===== src/rtl/mem_arbiter_if.sv =====
// mem_arbiter_if: bundles the fetch, data and memory-side signals of the
// two-requester memory arbiter.
//   slave  : arbiter side (takes requests and mem_rdata, drives the rest)
//   master : requester/memory side (drives requests and mem_rdata)
// Fetch group : if_req, if_addr, if_flush -> if_rdata, if_valid, pc_stall
// Data group  : dm_req, dm_we, dm_addr, dm_wdata -> dm_rdata, dm_valid, dm_stall
// Memory group: mem_en, mem_we, mem_addr, mem_wdata <- mem_rdata
// Status      : busy
interface mem_arbiter_if #(
    parameter int ADDR_W = 8,
    parameter int DATA_W = 8
);
    logic              if_req;
    logic [ADDR_W-1:0] if_addr;
    logic              if_flush;
    logic [DATA_W-1:0] if_rdata;
    logic              if_valid;
    logic              dm_req;
    logic              dm_we;
    logic [ADDR_W-1:0] dm_addr;
    logic [DATA_W-1:0] dm_wdata;
    logic [DATA_W-1:0] dm_rdata;
    logic              dm_valid;
    logic              mem_en;
    logic              mem_we;
    logic [ADDR_W-1:0] mem_addr;
    logic [DATA_W-1:0] mem_wdata;
    logic [DATA_W-1:0] mem_rdata;
    logic              pc_stall;
    logic              dm_stall;
    logic              busy;

    modport slave (
        input  if_req, if_addr, if_flush,
        input  dm_req, dm_we, dm_addr, dm_wdata,
        input  mem_rdata,
        output if_rdata, if_valid, dm_rdata, dm_valid,
        output mem_en, mem_we, mem_addr, mem_wdata,
        output pc_stall, dm_stall, busy
    );

    modport master (
        output if_req, if_addr, if_flush,
        output dm_req, dm_we, dm_addr, dm_wdata,
        output mem_rdata,
        input  if_rdata, if_valid, dm_rdata, dm_valid,
        input  mem_en, mem_we, mem_addr, mem_wdata,
        input  pc_stall, dm_stall, busy
    );
endinterface


===== src/rtl/mem_arbiter.sv =====
// mem_arbiter: shares one single-port memory between instruction fetch (IF)
// and data access (DM). Each access holds the memory for WAIT_CYCLES+1
// cycles; the owner then gets a one-cycle valid pulse with its read data.
// All state changes on the falling edge of clk.
// Ports:
//   clk  - clock (falling edge active)
//   rst  - synchronous active-high reset
//   bus  - mem_arbiter_if.slave: fetch/data request groups, memory side,
//          stall indications and busy
module mem_arbiter #(
    parameter int ADDR_W      = 8,
    parameter int DATA_W      = 8,
    parameter int WAIT_CYCLES = 1,
    parameter int DM_PRIORITY = 1
) (
    input  logic          clk,
    input  logic          rst,
    mem_arbiter_if.slave  bus
);
    typedef enum logic [1:0] {
        IDLE   = 2'd0,
        IF_ACC = 2'd1,
        DM_ACC = 2'd2
    } state_t;

    localparam logic [2:0] WAIT_INIT = 3'(WAIT_CYCLES);

    state_t            state_q, state_d;
    logic [2:0]        cnt_q, cnt_d;
    logic              drop_q, drop_d;
    logic [DATA_W-1:0] if_rdata_q, if_rdata_d;
    logic [DATA_W-1:0] dm_rdata_q, dm_rdata_d;
    logic              if_valid_q, if_valid_d;
    logic              dm_valid_q, dm_valid_d;
    logic              mem_en_q, mem_en_d;
    logic              mem_we_q, mem_we_d;
    logic [ADDR_W-1:0] mem_addr_q, mem_addr_d;
    logic [DATA_W-1:0] mem_wdata_q, mem_wdata_d;

    logic complete;
    logic arb_en;
    logic cand_if;
    logic cand_dm;
    logic grant_dm;
    logic grant_if;
    logic drop_eff;

    assign complete = (state_q != IDLE) && (cnt_q == 3'd0);
    assign arb_en   = (state_q == IDLE) || complete;
    // The requester being completed sits out the arbitration at its own
    // completion edge, so a busy pair alternates and a lone requester
    // sees one idle cycle (its valid cycle) between accesses.
    assign cand_if  = bus.if_req && !(complete && (state_q == IF_ACC));
    assign cand_dm  = bus.dm_req && !(complete && (state_q == DM_ACC));
    assign grant_dm = arb_en && cand_dm && ((DM_PRIORITY != 0) || !cand_if);
    assign grant_if = arb_en && cand_if && !grant_dm;
    // A flush sampled on the completion edge itself also drops the fetch.
    assign drop_eff = drop_q || bus.if_flush;

    always_comb begin
        state_d     = state_q;
        cnt_d       = cnt_q;
        drop_d      = drop_q;
        if_rdata_d  = if_rdata_q;
        dm_rdata_d  = dm_rdata_q;
        if_valid_d  = 1'b0;
        dm_valid_d  = 1'b0;
        mem_en_d    = mem_en_q;
        mem_we_d    = mem_we_q;
        mem_addr_d  = mem_addr_q;
        mem_wdata_d = mem_wdata_q;

        if ((state_q == IF_ACC) && bus.if_flush) begin
            drop_d = 1'b1;
        end

        if ((state_q != IDLE) && !complete) begin
            cnt_d = cnt_q - 3'd1;
        end

        if (complete) begin
            if (state_q == IF_ACC) begin
                if (!drop_eff) begin
                    if_rdata_d = bus.mem_rdata;
                    if_valid_d = 1'b1;
                end
            end else begin
                dm_valid_d = 1'b1;
                if (!mem_we_q) begin
                    dm_rdata_d = bus.mem_rdata;
                end
            end
        end

        if (grant_dm) begin
            state_d     = DM_ACC;
            cnt_d       = WAIT_INIT;
            mem_en_d    = 1'b1;
            mem_we_d    = bus.dm_we;
            mem_addr_d  = bus.dm_addr;
            mem_wdata_d = bus.dm_wdata;
        end else if (grant_if) begin
            state_d    = IF_ACC;
            cnt_d      = WAIT_INIT;
            mem_en_d   = 1'b1;
            mem_we_d   = 1'b0;
            mem_addr_d = bus.if_addr;
            drop_d     = bus.if_flush;
        end else if (complete) begin
            state_d  = IDLE;
            mem_en_d = 1'b0;
            mem_we_d = 1'b0;
        end
    end

    always_ff @(negedge clk) begin
        if (rst) begin
            state_q     <= IDLE;
            cnt_q       <= 3'd0;
            drop_q      <= 1'b0;
            if_rdata_q  <= '0;
            dm_rdata_q  <= '0;
            if_valid_q  <= 1'b0;
            dm_valid_q  <= 1'b0;
            mem_en_q    <= 1'b0;
            mem_we_q    <= 1'b0;
            mem_addr_q  <= '0;
            mem_wdata_q <= '0;
        end else begin
            state_q     <= state_d;
            cnt_q       <= cnt_d;
            drop_q      <= drop_d;
            if_rdata_q  <= if_rdata_d;
            dm_rdata_q  <= dm_rdata_d;
            if_valid_q  <= if_valid_d;
            dm_valid_q  <= dm_valid_d;
            mem_en_q    <= mem_en_d;
            mem_we_q    <= mem_we_d;
            mem_addr_q  <= mem_addr_d;
            mem_wdata_q <= mem_wdata_d;
        end
    end

    assign bus.if_rdata  = if_rdata_q;
    assign bus.if_valid  = if_valid_q;
    assign bus.dm_rdata  = dm_rdata_q;
    assign bus.dm_valid  = dm_valid_q;
    assign bus.mem_en    = mem_en_q;
    assign bus.mem_we    = mem_we_q;
    assign bus.mem_addr  = mem_addr_q;
    assign bus.mem_wdata = mem_wdata_q;
    assign bus.pc_stall  = bus.if_req & ~if_valid_q;
    assign bus.dm_stall  = bus.dm_req & ~dm_valid_q;
    assign bus.busy      = (state_q != IDLE);
endmodule


===== src/flat_wrapper.sv =====
// flat-port wrapper written by rule: the top's interface ports become plain ports
module mem_arbiter_flat 
#(
    parameter int ADDR_W      = 8,
    parameter int DATA_W      = 8,
    parameter int WAIT_CYCLES = 1,
    parameter int DM_PRIORITY = 1
)
  (clk, rst, bus_if_req, bus_if_addr, bus_if_flush, bus_dm_req, bus_dm_we, bus_dm_addr, bus_dm_wdata, bus_mem_rdata, bus_if_rdata, bus_if_valid, bus_dm_rdata, bus_dm_valid, bus_mem_en, bus_mem_we, bus_mem_addr, bus_mem_wdata, bus_pc_stall, bus_dm_stall, bus_busy);
  mem_arbiter_if #(.ADDR_W(ADDR_W), .DATA_W(DATA_W)) bus_i ();
  input  logic clk;
  input  logic rst;
  input wire logic [$bits(bus_i.if_req)-1:0] bus_if_req;
  input wire logic [$bits(bus_i.if_addr)-1:0] bus_if_addr;
  input wire logic [$bits(bus_i.if_flush)-1:0] bus_if_flush;
  input wire logic [$bits(bus_i.dm_req)-1:0] bus_dm_req;
  input wire logic [$bits(bus_i.dm_we)-1:0] bus_dm_we;
  input wire logic [$bits(bus_i.dm_addr)-1:0] bus_dm_addr;
  input wire logic [$bits(bus_i.dm_wdata)-1:0] bus_dm_wdata;
  input wire logic [$bits(bus_i.mem_rdata)-1:0] bus_mem_rdata;
  output wire logic [$bits(bus_i.if_rdata)-1:0] bus_if_rdata;
  output wire logic [$bits(bus_i.if_valid)-1:0] bus_if_valid;
  output wire logic [$bits(bus_i.dm_rdata)-1:0] bus_dm_rdata;
  output wire logic [$bits(bus_i.dm_valid)-1:0] bus_dm_valid;
  output wire logic [$bits(bus_i.mem_en)-1:0] bus_mem_en;
  output wire logic [$bits(bus_i.mem_we)-1:0] bus_mem_we;
  output wire logic [$bits(bus_i.mem_addr)-1:0] bus_mem_addr;
  output wire logic [$bits(bus_i.mem_wdata)-1:0] bus_mem_wdata;
  output wire logic [$bits(bus_i.pc_stall)-1:0] bus_pc_stall;
  output wire logic [$bits(bus_i.dm_stall)-1:0] bus_dm_stall;
  output wire logic [$bits(bus_i.busy)-1:0] bus_busy;
  assign bus_i.if_req = bus_if_req;
  assign bus_i.if_addr = bus_if_addr;
  assign bus_i.if_flush = bus_if_flush;
  assign bus_i.dm_req = bus_dm_req;
  assign bus_i.dm_we = bus_dm_we;
  assign bus_i.dm_addr = bus_dm_addr;
  assign bus_i.dm_wdata = bus_dm_wdata;
  assign bus_i.mem_rdata = bus_mem_rdata;
  assign bus_if_rdata = bus_i.if_rdata;
  assign bus_if_valid = bus_i.if_valid;
  assign bus_dm_rdata = bus_i.dm_rdata;
  assign bus_dm_valid = bus_i.dm_valid;
  assign bus_mem_en = bus_i.mem_en;
  assign bus_mem_we = bus_i.mem_we;
  assign bus_mem_addr = bus_i.mem_addr;
  assign bus_mem_wdata = bus_i.mem_wdata;
  assign bus_pc_stall = bus_i.pc_stall;
  assign bus_dm_stall = bus_i.dm_stall;
  assign bus_busy = bus_i.busy;
  mem_arbiter #(.ADDR_W(ADDR_W), .DATA_W(DATA_W), .WAIT_CYCLES(WAIT_CYCLES), .DM_PRIORITY(DM_PRIORITY)) u_core (.clk(clk), .rst(rst), .bus(bus_i));
endmodule

===== config.mk =====
export PLATFORM = sky130hd
export DESIGN_NAME = mem_arbiter_flat
export DESIGN_NICKNAME = d
export VERILOG_FILES = /design/src/rtl/mem_arbiter_if.sv /design/src/rtl/mem_arbiter.sv /design/src/flat_wrapper.sv
export SDC_FILE = /design/constraint.sdc
export NUM_CORES = 1
export LEC_CHECK = 0
export CAP_MARGIN = 25
export CORE_ASPECT_RATIO = 0.7
export CORE_UTILIZATION = 46
export CTS_BUF_LIST = sky130_fd_sc_hd__clkbuf_8
export DETAILED_ROUTE_END_ITERATION = 6
export PLACE_DENSITY = 0.87
export SYNTH_ARGS = -nofsm -noshare
export SYNTH_HDL_FRONTEND = slang
export SYNTH_SLANG_ARGS = --single-unit

===== constraint.sdc =====
create_clock -name clk -period 3.75 [get_ports clk]
set_input_delay 0.75 -clock clk [delete_from_list [all_inputs] [get_ports clk]]
set_output_delay 0.75 -clock clk [all_outputs]
set_load 0.1 [all_outputs]

**Word-level counts from Yosys, hierarchy flattened**

Index checks and enable logic that the tools add are counted.

- Logic and storage cells: 71
- Latch bits: 0
- Output and inout port bits: 39
- Memories kept: 0
- Bits in registers: 42
- Bits in writable memories: 0
- ROM bits: 0
- Input bits: 38

- Equal/unequal tests: 2
- Magnitude comparators: 0
- Div/mod/pow operators: 0
- Bitwise operators: 8
- Reductions and logical operators: 29
- Mux-type cells: 18
- Shift-type cells: 0
- Add/subtract/negate cells: 1
- Multipliers: 0

Operator list:

| kind | number |
|---|---|
| $mux 8 | 2 |
| $mux 1 | 13 |
| $logic_and 1x1->1 | 10 |
| $mux 2 | 3 |
| $not 1->1 | 6 |
| $reduce_and 3->1 | 2 |
| $reduce_bool 2->1 | 3 |
| $reduce_bool 3->1 | 2 |
| $reduce_or 3->1 | 2 |
| $logic_not 1->1 | 4 |
| $reduce_or 2->1 | 2 |
| $logic_not 3->1 | 1 |
| $sub 3x1->3 const B | 1 |
| $and 1x1->1 | 2 |
| $eq 2x1->1 const B | 1 |
| $eq 2x2->1 const B | 1 |
| $logic_not 2->1 | 1 |
| $logic_or 1x1->1 | 2 |

**Longest topological paths before layout**

- Depth after elaboration: 10
- Gate-level depth with buffers: 9
- Mapped depth without buffers: 6

==> flow_summary.ini <==
[global_route]
grt_pass1_wl_mm = 12.4
antenna_found_initial = 0
grtUsageTotal_pct = 44.5
grt_pass1_vias = 2435
grt_max_degree = 18
grt.overflow.total = 0

[setup_path]
regToRegStartpoint = u_core.cnt_q[0]$_SDFFE_NP0P_
regToRegSetupSlack_ns = 1.46
slowest_delay_ns = 0.53
slowest_stage = clkdlybuf4s50_1
reg2reg_to = u_core.bus.mem_addr[5]$_SDFFE_NP0P_
worstPathMaxFanout = 9
path_cells = clkdlybuf4s50_1 > nor4b_2 > nand2_1 > buf_4 > mux2i_1 > nor2_1
r2r_cells = 6
crit_arrival_ns = 2.42
worst_setup_path_start_kind = primary input
end_kind = flop
critPathKind = primary input to flop
critPathRequiredTime_ns = 2.20

[route]
drc_errors = 0
wl_per_cell_um = 25.9
via_count = 2516
drt-initial-drc-count = 333
first_pass_iters = 5
wl_mm = 10.2
via_per_inst = 6.40
ant_nets = 0

[clock_tree]
cts_max_path_buffers = 2
cts_made_buffers = 5
root_buffer = clkbuf_8
clock-sinks = 42
clk_pin_slew_worst_paths_ns = 0.08
clock_latency_ns = 0.42
cts_tree = yes
htreeDepth = 2

[cells_and_area]
drive_gt1_share_pct = 26.5
final_common_cell = nand2_1
final_util_pct = 96.1
design_area_mm2 = 0.00344
n_fill_cell = 80
num_antenna_cells = 0
final_cell_mix = 52 x nand2_1, 48 x inv_1, 42 x buf_12, 38 x dfxtp_1, 35 x clkdlybuf4s50_1
nets = 382
syn_to_final_growth_pct = 96.0

[yosys]
ys_ff_latch = 42
synth_ff_type = dfxtp_1
ys_async_sr_fraction_pct = 0
synth_cell_types = 32
synth_edf_count = 0
avgSynthCellArea_um2 = 8.52
yosys_warnings = 0
netlist_area_mm2 = 0.00176
synth_nets = 246
yosysSeqAreaShare_pct = 47.9
synth_cells = 206

[placed_design]
dp_hpwl_mm = 3.69
place.gp.congestion = 0.831
io_buffer_count = 76
place_area_mm2 = 0.00301

[floorplan]
die_area_mm2 = 0.00407
die_h_um = 53.7
rows = 18
coreArea_mm2 = 0.00358
io_pins = 77
fp.dieW_um = 75.8
start_util_pct = 49.0

[timing]
setup_slack_ns = -0.212
tightest_slew_ns = 0.679
fin_worst_skew_ns = 0.0536
slew_violations = 0
final-setup-viol-count = 13
rsz0062_at_grt = true
worst_slew_margin_rel_pct = 54.6
finalHoldViolCount = 0

[job]
cap_violations = 0

[pwr]
power.share.clock_pct = 33.2
pwr-share-seq_pct = 27.5
total_switching_power_uw = 941
vdd_drop_max_uv = 488
power.internal_uw = 1030
p_leak_uw = 0.00159
p_comb_share_pct = 39.3
powerDensity_mw_per_mm2 = 572
swShare_pct = 47.8

[hold_path]
holdCritStartpoint = u_core.bus.mem_wdata[0]$_SDFFE_NP0N_
hold_depth = 2
holdPathEnd = u_core.bus.mem_wdata[0]$_SDFFE_NP0N_
hp-class = flop to flop

[outcome]
violations = setup timing
status = finished, violations left
[Yosys cell counts (2+ instances only)]
| cell type | n | area [µm²] |
|---|---|---|
| ha_1 | 2 | 25.0 |
| o21ai_0 | 4 | 20.0 |
| inv_1 | 6 | 22.5 |
| buf_4 | 4 | 30.0 |
| a311oi_1 | 7 | 61.3 |
| a21oi_1 | 22 | 110 |
| clkbuf_1 | 6 | 22.5 |
| mux2i_1 | 8 | 80.1 |
| nor2b_1 | 2 | 12.5 |
| nand2b_1 | 3 | 18.8 |
| buf_6 | 2 | 22.5 |
| dfxtp_1 | 42 | 841 |
| nor2_1 | 25 | 93.8 |
| nand2_1 | 53 | 199 |
| nor3_1 | 3 | 15.0 |
[state kept, by name, summed over array words and instances, names as in the netlist]
| signal | flops |
|---|---|
| u_core.bus.dm_rdata | 8 |
| u_core.bus.if_rdata | 8 |
| u_core.bus.mem_addr | 8 |
| u_core.bus.mem_wdata | 8 |
| u_core.cnt_q | 3 |
| u_core.state_q | 2 |
| u_core.bus.dm_valid | 1 |
| u_core.bus.if_valid | 1 |
| u_core.bus.mem_en | 1 |
| u_core.bus.mem_we | 1 |
| u_core.drop_q | 1 |
[through the flow]
stage | std cells | power [µW] | setup TNS, ns | worst slack (ns) | hold WS (ns)
final | 393 | 1970 | -1.82 | -0.212 | 0.512
after global placement | 331 | 1250 | -8.77 | -0.375 | 0.463
after CTS | 390 | 1820 | -0.0314 | -0.0314 | 0.497
after detailed placement | 331 | 1260 | -11.29 | -0.463 | 0.482
after global routing | 393 | 2010 | -4.38 | -0.516 | 0.525
after floorplan | 206 | 1010 | -0.00209 | -0.00209 | 0.454
[layer usage]
metal,wire length (µm),track usage (%),vias up
li1,-,-,961
met1,3370,47.1,1135
met2,4440,71.5,310
met3,1510,20.0,110
met4,882,30.9,0
met5,0,0,-
[power by group through the flow]
stage / Sequential [µW] / Clock (µW) / Combinational, µW
6_report: 542 / 653 / 773
5_1_grt: 541 / 682 / 783
4_1_cts: 535 / 568 / 713
3_5_place_dp: 540 / 69.9 / 651
3_3_place_gp: 537 / 69.9 / 640
2_1_floorplan: 757 / 69.9 / 187
[cell type report]
type                            count  area (µm²)  share of cell area (%)
Timing Repair Buffer              100        1370                    39.8
Clock inverter                     45         196                    5.71
Clock buffer                        5        68.8                    2.00
Inverter                            6        25.0                   0.727
Multi-Input combinational cell    145         870                    25.3
Tap cell                           50        62.6                    1.82
Sequential cell                    42         848                    24.7
[cells by family after synthesis]
logic type | Yosys count | share of synthesized area [%]
XOR/XNOR | 2 | 0.998
buffers and inverters | 20 | 6.06
multiplexers | 8 | 4.56
AO/OA/AOI/OAI | 42 | 17.8
adder cells (fa/ha/maj) | 2 | 1.43
flip-flops | 42 | 47.9
AND/OR/NAND/NOR | 90 | 21.2
[critical path: cells and delay by family]
kind / cells / cell delay, ns
mux: 1 / 0.14
buf+inv: 2 / 0.75
simple gates: 3 / 0.78
[what timing repair did]
item,4_1_cts,5_1_grt
pin swaps,5,4
setup endpoints to repair,20,16
hold buffers,0,0
gates cloned,1,0
resized for setup,9,5
setup buffers,9,3
[worst max path at each step]
| stage | from | end | slack, ns | cells after the start |
|---|---|---|---|---|
| 2_1_floorplan | bus_dm_req | u_core.bus.mem_addr[0]$_SDFFE_NP0P_ | -0.002 | 7 |
| 3_3_place_gp | bus_dm_req | u_core.bus.mem_addr[7]$_SDFFE_NP0P_ | -0.38 | 5 |
| 6_report | bus_if_flush | u_core.bus.if_rdata[4]$_SDFFE_NP0P_ | -0.21 | 6 |
| 4_1_cts | u_core.state_q[0]$_SDFFE_NP0P_ | bus_busy | -0.03 | 3 |
| 3_5_place_dp | bus_dm_req | u_core.cnt_q[1]$_SDFFE_NP0P_ | -0.46 | 4 |
| 5_1_grt | bus_if_flush | u_core.bus.if_rdata[4]$_SDFFE_NP0P_ | -0.52 | 6 |
No activity file was read; power rests on OpenSTA's default activity.
==> edit, RTL diff (config.mk and constraints unchanged) <==
`DATA_W` is set to 8 in 3 places; all go to 6.
--- a/src/rtl/mem_arbiter_if.sv
+++ b/src/rtl/mem_arbiter_if.sv
@@ -9,5 +9,5 @@
 interface mem_arbiter_if #(
     parameter int ADDR_W = 8,
-    parameter int DATA_W = 8
+    parameter int DATA_W = 6
 );
     logic              if_req;
--- a/src/rtl/mem_arbiter.sv
+++ b/src/rtl/mem_arbiter.sv
@@ -10,5 +10,5 @@
 module mem_arbiter #(
     parameter int ADDR_W      = 8,
-    parameter int DATA_W      = 8,
+    parameter int DATA_W      = 6,
     parameter int WAIT_CYCLES = 1,
     parameter int DM_PRIORITY = 1
--- a/src/flat_wrapper.sv
+++ b/src/flat_wrapper.sv
@@ -3,5 +3,5 @@
 #(
     parameter int ADDR_W      = 8,
-    parameter int DATA_W      = 8,
+    parameter int DATA_W      = 6,
     parameter int WAIT_CYCLES = 1,
     parameter int DM_PRIORITY = 1
Ports: changed (5 resized); port bits go from 77 to 67. No check against the original RTL was run, so the function may have changed too.
==> edit against the original RTL <==
Worst setup slack better by 0.21 ns. Sequential share of layout area up 0.44 points. Critical endpoint is now u_core.bus.mem_addr[3]. Power down 25%. Sequential power down 16%. Routed wire length down 47%. Combinational power down 26%. First-iteration DRC count down 51%. Die area down 11%. Design area down 16%. Sequential cell count down 6. The flow still finishes with violations (setup timing). Area after synthesis down 11%. Largest power group unchanged. Non-clock buffer count down 22.
==> edit: results (changes against the original RTL) <==
Power
  – Peak supply drop: 0.000383 V (-22%)
  – Sw frac: 44.7% (-3.1 points)
  – Clock power share: 30.0% (-3.2 points)
  – Logic pwr share: 39.0% (-0.3 points)
  – Leakage power: 1.33 nW (-16%)

Layout
  – Fin nets: 326 (-15%)
  – Commonest non-fill, non-tap cell in the layout: inv_1
  – Share of cells above drive strength 1: 23.4% (-3.2 points)

Critical path
  – R2r worst-path depth: 7 (+1)
  – Critical Path Source: bus_dm_req
  – CP max stage delay: 0.51 ns (-0.02 ns)
  – CP top delay family: buffers and inverters
  – Register-to-register setup slack: 1.92 ns (+0.46 ns)
  – CP Data Arrival Time: 2.14 ns (-0.28 ns)

GRT
  – First-pass GRT wire length: 8210 microns (-34%)
  – GRT Total Usage: 29.8% (-15 points)
  – Pin count of the biggest net entering global routing: 37 (+19)
  – Vias in the first global route: 1864 (-23%)

Die
  – Initial core utilization: 48.7% (-0.28 points)

STA
  – Relative slew slack: 73.3% (+19 points)
  – Min Hold Slack: 0.498 ns (-0.0140 ns)
  – Setup violations, final: 1 (-12)
  – Final setup skew: 0.0328 ns (-0.0208 ns)
  – Post-route setup slack: -0.00604 ns (+0.206 ns)

Run status
  – Run status: complete, but fails checks
  – Failing checks: setup timing

Clock network
  – Reg clk slew, reported paths: 0.05 ns (-0.03 ns)
  – Worst-Skew Late Latency: 0.38 ns (-0.04 ns)

Min path
  – HP Start: u_core.drop_q
  – Hold Crit Endpoint: u_core.drop_q

Place
  – Area after DPL: 2640 sq um (-12%)
  – Pre-CTS setup slack: -0.259 ns (+0.204 ns)
  – DP HPWL: 3090 microns (-16%)

Synth
  – Most frequent cells after synthesis: 38 x nand2_1, 36 x dfxtp_1, 24 x nor2_1, 17 x a21oi_1, 10 x o21ai_0
  – Syn_nets: 217 (-12%)

Detailed routing
  – DRT Pass-1 Iters: 4 (-1)
  – Avg WL per Cell: 16.4 microns (-37%)
  – Post-Route WL: 5390 microns (-47%)
  – Vias: 1778 (-29%)
==> edit: cell count changes in the layout (fill, tap and decap cells not counted), sizes merged, moves of 2 or more <==
| cell | unedited run | this run |
|---|---|---|
| clkdlybuf4s50 | 35 | 33 |
| a21oi | 22 | 17 |
| buf | 63 | 45 |
| inv | 49 | 44 |
| o21ai | 4 | 11 |
| dfxtp | 42 | 36 |
| nand2 | 53 | 38 |
==> edit: what timing repair did <==
action,in CTS,in global routing
buffers inserted,1,0
pin swaps,1,0
hold buffers,0,0
cloned,0,0
endpoints found under the hold margin,0,0
resized for setup,2,5
setup endpoints to repair,1,4
==> edit: area by class of cell <==
cell class / instances / area [sq um]
fillers: 127 / 299
clock inverters: 39 / 148
repair buffers: 78 / 1110
well taps: 38 / 47.5
flip-flops and latches: 36 / 726
clock buffers: 5 / 68.8
multi-input cells: 127 / 769
inverters: 6 / 22.5
==> edit: worst reg2reg max path: stages (launching register included) <==
cell and delay [ns]:
dfxtp_1 0.31, inv_1 0.09, ha_1 0.24, nand2b_1 0.23, o22ai_2 0.26, buf_6 0.20
nor2_1 0.09, a311oi_2 0.32
==> edit: layer usage <==
layer / track usage [%] / up-vias / part of all wire [%]
met3: 14.1 / 12 / 8.9
li1: - / 827 / -
met5: 0 / - / 0
met4: 13.7 / 0 / 1.7
met1: 30.5 / 836 / 40
met2: 52.2 / 103 / 50
==> edit: cell families after synthesis <==
| logic type | count (synthesis) | share of synthesized area, % |
|---|---|---|
| compound gates | 44 | 19.6 |
| flops | 36 | 46.3 |
| fa+ha+maj | 2 | 1.61 |
| mux | 7 | 4.51 |
| buf+inv | 18 | 6.68 |
| xor+xnor | 1 | 0.563 |
| simple gates | 73 | 20.8 |
